<file path="src/rtl/prog_sequencer_pkg.sv">
// Shared types and constants for the 9-bit processor fetch/sequencing controller.
package prog_sequencer_pkg;

    localparam int MODE_W = 2;

    localparam logic [2:0] OP_SET  = 3'b110;
    localparam logic [2:0] OP_HALT = 3'b111;

    typedef enum logic [2:0] {
        IDLE,
        ARM,
        RUN,
        STALL,
        DONE
    } seq_state_t;

    typedef enum logic [1:0] {
        PC_HOLD,
        PC_INC,
        PC_LOAD,
        PC_CLEAR
    } pc_op_t;

endpackage

</file>
<file path="src/rtl/prog_sequencer_counter.sv">
// Program counter register with hold / increment / absolute load / clear select.
module prog_counter
    import prog_sequencer_pkg::*;
#(
    parameter int PC_W = 10
) (
    input  logic            clk,
    input  logic            rst_n,
    input  pc_op_t          pc_op,
    input  logic [PC_W-1:0] target,
    output logic [PC_W-1:0] pc
);

    // Increment wraps naturally at 2^PC_W; the target is taken as-is.
    always_ff @(posedge clk or negedge rst_n) begin
        if (!rst_n) begin
            pc <= '0;
        end else begin
            case (pc_op)
                PC_INC:   pc <= pc + PC_W'(1);
                PC_LOAD:  pc <= target;
                PC_CLEAR: pc <= '0;
                default:  pc <= pc;
            endcase
        end
    end

endmodule

</file>
<file path="src/rtl/prog_sequencer.sv">
// Fetch/sequencing controller: PC, mode selector, start/done handshake and memory stalls.
// Optional CycleCount output enabled by defining PROG_SEQUENCER_CYCLE_COUNT_EN.
module prog_sequencer
    import prog_sequencer_pkg::*;
#(
    parameter int PC_W    = 10,
    parameter int MEM_LAT = 2
) (
    input  logic              Clk,
    input  logic              Reset_n,
    input  logic              Start,
    input  logic [8:0]        Instruction,
    input  logic              MemAccess,
    input  logic              BranchEn,
    input  logic              Taken,
    input  logic [PC_W-1:0]   BranchTarget,
    output logic [PC_W-1:0]   ProgCounter,
    output logic [MODE_W-1:0] Mode,
    output logic              InstrValid,
    output logic              Done
`ifdef PROG_SEQUENCER_CYCLE_COUNT_EN
    ,
    output logic [15:0]       CycleCount
`endif
);

    // The counter only ever holds MEM_LAT-1 down to 0.
    localparam int CNT_W = (MEM_LAT > 1) ? $clog2(MEM_LAT) : 1;
    localparam logic [CNT_W-1:0] STALL_INIT = (MEM_LAT > 0) ? CNT_W'(MEM_LAT - 1) : '0;
    localparam bit HAS_STALL = (MEM_LAT > 0);

    seq_state_t        state, state_nxt;
    logic [CNT_W-1:0]  cnt, cnt_nxt;
    logic [MODE_W-1:0] mode_nxt;
    logic              done_nxt;
    pc_op_t            pc_op;

    logic [2:0] opcode;
    logic       is_halt, is_set, mem_stall;
    logic       unused_instr;

    assign opcode       = Instruction[8:6];
    assign is_halt      = (opcode == OP_HALT);
    assign is_set       = (opcode == OP_SET);
    assign mem_stall    = HAS_STALL && MemAccess && !is_halt && !is_set;
    assign unused_instr = ^Instruction[5:2];

    prog_counter #(
        .PC_W (PC_W)
    ) u_pc (
        .clk    (Clk),
        .rst_n  (Reset_n),
        .pc_op  (pc_op),
        .target (BranchTarget),
        .pc     (ProgCounter)
    );

    always_comb begin
        state_nxt  = state;
        cnt_nxt    = cnt;
        mode_nxt   = Mode;
        done_nxt   = Done;
        pc_op      = PC_HOLD;
        InstrValid = 1'b0;

        case (state)
            IDLE: if (Start) state_nxt = ARM;
            ARM:  if (!Start) state_nxt = RUN;
            RUN: begin
                InstrValid = !mem_stall;
                if (is_halt) begin
                    state_nxt = DONE;
                    done_nxt  = 1'b1;
                end else if (is_set) begin
                    mode_nxt = Instruction[MODE_W-1:0];
                    pc_op    = PC_INC;
                end else if (mem_stall) begin
                    cnt_nxt   = STALL_INIT;
                    state_nxt = STALL;
                end else if (BranchEn && Taken) begin
                    pc_op = PC_LOAD;
                end else begin
                    pc_op = PC_INC;
                end
            end
            STALL: begin
                if (cnt == '0) begin
                    InstrValid = 1'b1;
                    pc_op      = PC_INC;
                    state_nxt  = RUN;
                end else begin
                    cnt_nxt = cnt - CNT_W'(1);
                end
            end
            DONE:    ;
            default: state_nxt = IDLE;
        endcase

        // Start restarts from any state, including mid-stall.
        if (Start) begin
            state_nxt = ARM;
            cnt_nxt   = '0;
            mode_nxt  = '0;
            done_nxt  = 1'b0;
            pc_op     = PC_CLEAR;
        end
    end

    always_ff @(posedge Clk or negedge Reset_n) begin
        if (!Reset_n) begin
            state <= IDLE;
            cnt   <= '0;
            Mode  <= '0;
            Done  <= 1'b0;
        end else begin
            state <= state_nxt;
            cnt   <= cnt_nxt;
            Mode  <= mode_nxt;
            Done  <= done_nxt;
        end
    end

`ifdef PROG_SEQUENCER_CYCLE_COUNT_EN
    always_ff @(posedge Clk or negedge Reset_n) begin
        if (!Reset_n) begin
            CycleCount <= '0;
        end else if (Start) begin
            CycleCount <= '0;
        end else if ((state == RUN || state == STALL) && CycleCount != 16'hFFFF) begin
            CycleCount <= CycleCount + 16'd1;
        end
    end
`endif

endmodule

</file>
<file path="config.mk">
export PLATFORM = sky130hd
export DESIGN_NAME = prog_sequencer
export DESIGN_NICKNAME = d
export VERILOG_FILES = /design/src/rtl/prog_sequencer_pkg.sv /design/src/rtl/prog_sequencer_counter.sv /design/src/rtl/prog_sequencer.sv
export SDC_FILE = /design/constraint.sdc
export NUM_CORES = 1
export LEC_CHECK = 0
export CAP_MARGIN = 20
export CORE_ASPECT_RATIO = 1.4
export CORE_UTILIZATION = 45
export DETAILED_ROUTE_END_ITERATION = 10
export PLACE_DENSITY = 0.79
export SKIP_LAST_GASP = 1
export SYNTH_ARGS = -nofsm -noshare
export SYNTH_HDL_FRONTEND = slang
export SYNTH_SLANG_ARGS = --single-unit
</file>
<file path="constraint.sdc">
create_clock -name Clk -period 2 [get_ports Clk]
set_input_delay 0.4 -clock Clk [delete_from_list [all_inputs] [get_ports Clk]]
set_output_delay 0.4 -clock Clk [all_outputs]
set_load 0.1 [all_outputs]
</file>
==> out/results.ini <==
[outcome]
status = finished clean

[global_route]
grt_pass1_vias = 1232
grt_usage_pct = 24.7
grt.overflow.total = 0
antenna_found_initial = 0
grt_pass1_wl_um = 5160
grt_max_degree = 18

[yosys]
yosys-top-cells-area = dfrtp_1 36%, mux2i_1 6.0%, o2bb2ai_1 4.5%
syn_avg_cell_area_um2 = 9.68
synth.top_cells.by_count = 17 x dfrtp_1, 8 x a21oi_1, 8 x nor2_1
ys_types = 45
yosys_most_used_dff = dfrtp_1
synthCells = 121
yosysSeqAreaShare_pct = 36.3
syn_nets = 147
synth_edf_count = 0
synth-seq-cells = 17
async_flop_share_pct = 100
synth.most_common_cell = dfrtp_1
synth_top_area_share_pct = 36.3
synth_area_leader_cell = dfrtp_1
yosysWarnings = 0
netlist_area_um2 = 1170

[sta]
fin_setup_tns_ps = 0
period_share_pct = 94.6
finalCriticalPeriod_ps = 1890
max_freq_ghz = 0.529
rsz0062_at_grt = false
hold_viol = 0
skew_ps = 9.81
max_slew.worst_pin.slew_ps = 459
relSlewSlack_pct = 69.3
setup_violations = 0
slew_viol_final = 0

[routing]
drc = 0
via_per_inst = 5.77
wl_um = 3010
first_pass_iters = 4
wl_per_cell_um = 14.9
ant_nets = 0
via_count = 1165
drt_iter0_markers = 38

[min_path]
hold_class = in2async

[setup_path]
worstReg2RegEnd = u_pc.pc[8]$_DFFE_PN0P_
endpoint_kind = output port
required_ps = 1600
crit_path_start_kind = input port
cp.depth = 5
worst-setup-path-type = in2out
worst-r2r-cell-count = 4
max_stage_delay_ps = 550
cp.buffers_inverters = 2
cp_max_fo = 4
crit_chain = clkdlybuf4s50_1 > nand2_1 > o21ai_1 > nor2_2 > buf_12
crit_family = buffers and inverters
crit_path_start = MemAccess
critPathCapture = InstrValid
r2r_start = state[0]$_DFFE_PN0P_
arrival_ps = 1490
r2r_slack_ps = 320
crit_slowest_cell = clkdlybuf4s50_1

[cells_and_area]
postLayoutCoreUtil_pct = 68.8
area_delta_synth_final_pct = 42.0
final_layout_size_suffix_gt1_share_pct = 29.8
nNetsFinal = 195
fillers = 199
multi_input_area_um2 = 697
insertedDiodeCount = 0
regArea_um2 = 429

[clock_network]
ctsHoldBuffers = 0
clock_sinks = 17
clk_pin_slew_worst_paths_ps = 110
cts.path.max_buffers = 2
cts_buffers = 3
post-cts-setup-buffers = 0
worstSkewPairLatency_ps = 300
cts_htree_levels = 1
root_buffer = clkbuf_4
cts_tree = yes

[placement]
gp_congestion = 0.826
hpwl_um = 2370
port_buffers = 34

[floorplanning]
die_y_um = 62.4
die-area_um2 = 2810
die_x_um = 45.1
initial_core_util_pct = 48.4
core_um2 = 2420
boundaryPins = 39
num_rows = 21

[power]
power_leakage_uw = 0.000743
p_per_area_nw_per_um2 = 469
ir_drop_mv = 0.413

[job]
max-cap-violations = 0

-- what timing repair did --
item / 4_1_cts / 5_1_grt
pin swaps: 0 / 0
endpoints found under the setup margin: 1 / 1
endpoints found under the hold margin: 0 / 0
resized for setup: 2 / 1
gates cloned: 0 / 0
-- sequential cells by signal, summed over array words and instances (netlist names) --
signal,count
Done,1
u_pc.pc,10
Mode,2
state,3
cnt,1
-- worst register-to-register path: stages, from the launching register on --
cell,delay (ps)
dfrtp_1,570
and4bb_4,280
o31a_4,390
nand2b_1,210
o32ai_1,110
-- layout by cell type, fill, tap and decap left out, drive strengths merged, types with 2 or more instances in the layout --
master / count
clkdlybuf4s50: 18
mux2i: 7
a21o: 2
dfrtp: 17
a211oi: 4
a31oi: 2
o2bb2ai: 6
nor4: 2
o21ai: 3
a21oi: 9
nor3: 3
nand4: 2
and4: 2
o32ai: 2
buf: 30
nand2: 7
inv: 4
nor2: 8
clkbuf: 3
nor2b: 2
and3: 4
nand3: 7
o31a: 2
o31ai: 2
nand2b: 3
-- how the worst min path moves through the flow --
stage	from	endpoint	slack, ps	depth (start not counted)
after floorplan	Reset_n	Done$_DFFE_PN0P_	100	0
after global placement	Done$_DFFE_PN0P_	Done$_DFFE_PN0P_	490	2
after detailed placement	Done$_DFFE_PN0P_	Done$_DFFE_PN0P_	500	2
after CTS	Reset_n	u_pc.pc[2]$_DFFE_PN0P_	420	2
after global routing	Reset_n	u_pc.pc[2]$_DFFE_PN0P_	430	2
final	Reset_n	u_pc.pc[3]$_DFFE_PN0P_	420	2
-- metrics by stage --
stage / cell area, µm² / std cells / total power, µW / setup WS [ps] / hold WS (ps)
after floorplan: 1180 / 121 / 492 / 8.71 / 104
after global placement: 1630 / 198 / 590 / -5.71 / 489
after detailed placement: 1630 / 198 / 596 / -64.7 / 499
after CTS: 1660 / 202 / 786 / 5.28 / 425
after global routing: 1660 / 202 / 813 / 61.1 / 433
final: 1660 / 202 / 780 / 109 / 416
-- final cells by class --
type | count | share of cell area (%)
clock buffers | 3 | 1.35
flip-flops and latches | 17 | 25.8
inverters | 4 | 0.903
well taps | 34 | 2.56
clock inverters | 1 | 0.301
multi-input cells | 93 | 41.9
repair buffers | 50 | 27.2
-- layer usage --
layer | share of wire, % | up-vias | GRT usage (%)
met5 | 0 | - | 0
met4 | 1.8 | 0 | 11.7
met3 | 3.7 | 6 | 2.91
met2 | 52 | 36 | 44.7
met1 | 42 | 567 | 26.5
li1 | - | 556 | -
-- cells by family after synthesis --
family | share of synthesized area (%)
buffers and inverters | 4.38
muxes | 7.26
and+or+nand+nor | 24.0
AOI/OAI and AO/OA | 26.9
adders and majority gates | 1.07
DFF | 36.3
-- report_power, final --
part / switching (µW) / total (µW) / internal, µW
Combinational: 126 / 224 / 98.5
Sequential: 12.4 / 365 / 352
Clock: 117 / 192 / 74.5
Total: 255 / 780 / 525
Note: power is estimated with default switching activity, not from simulation.
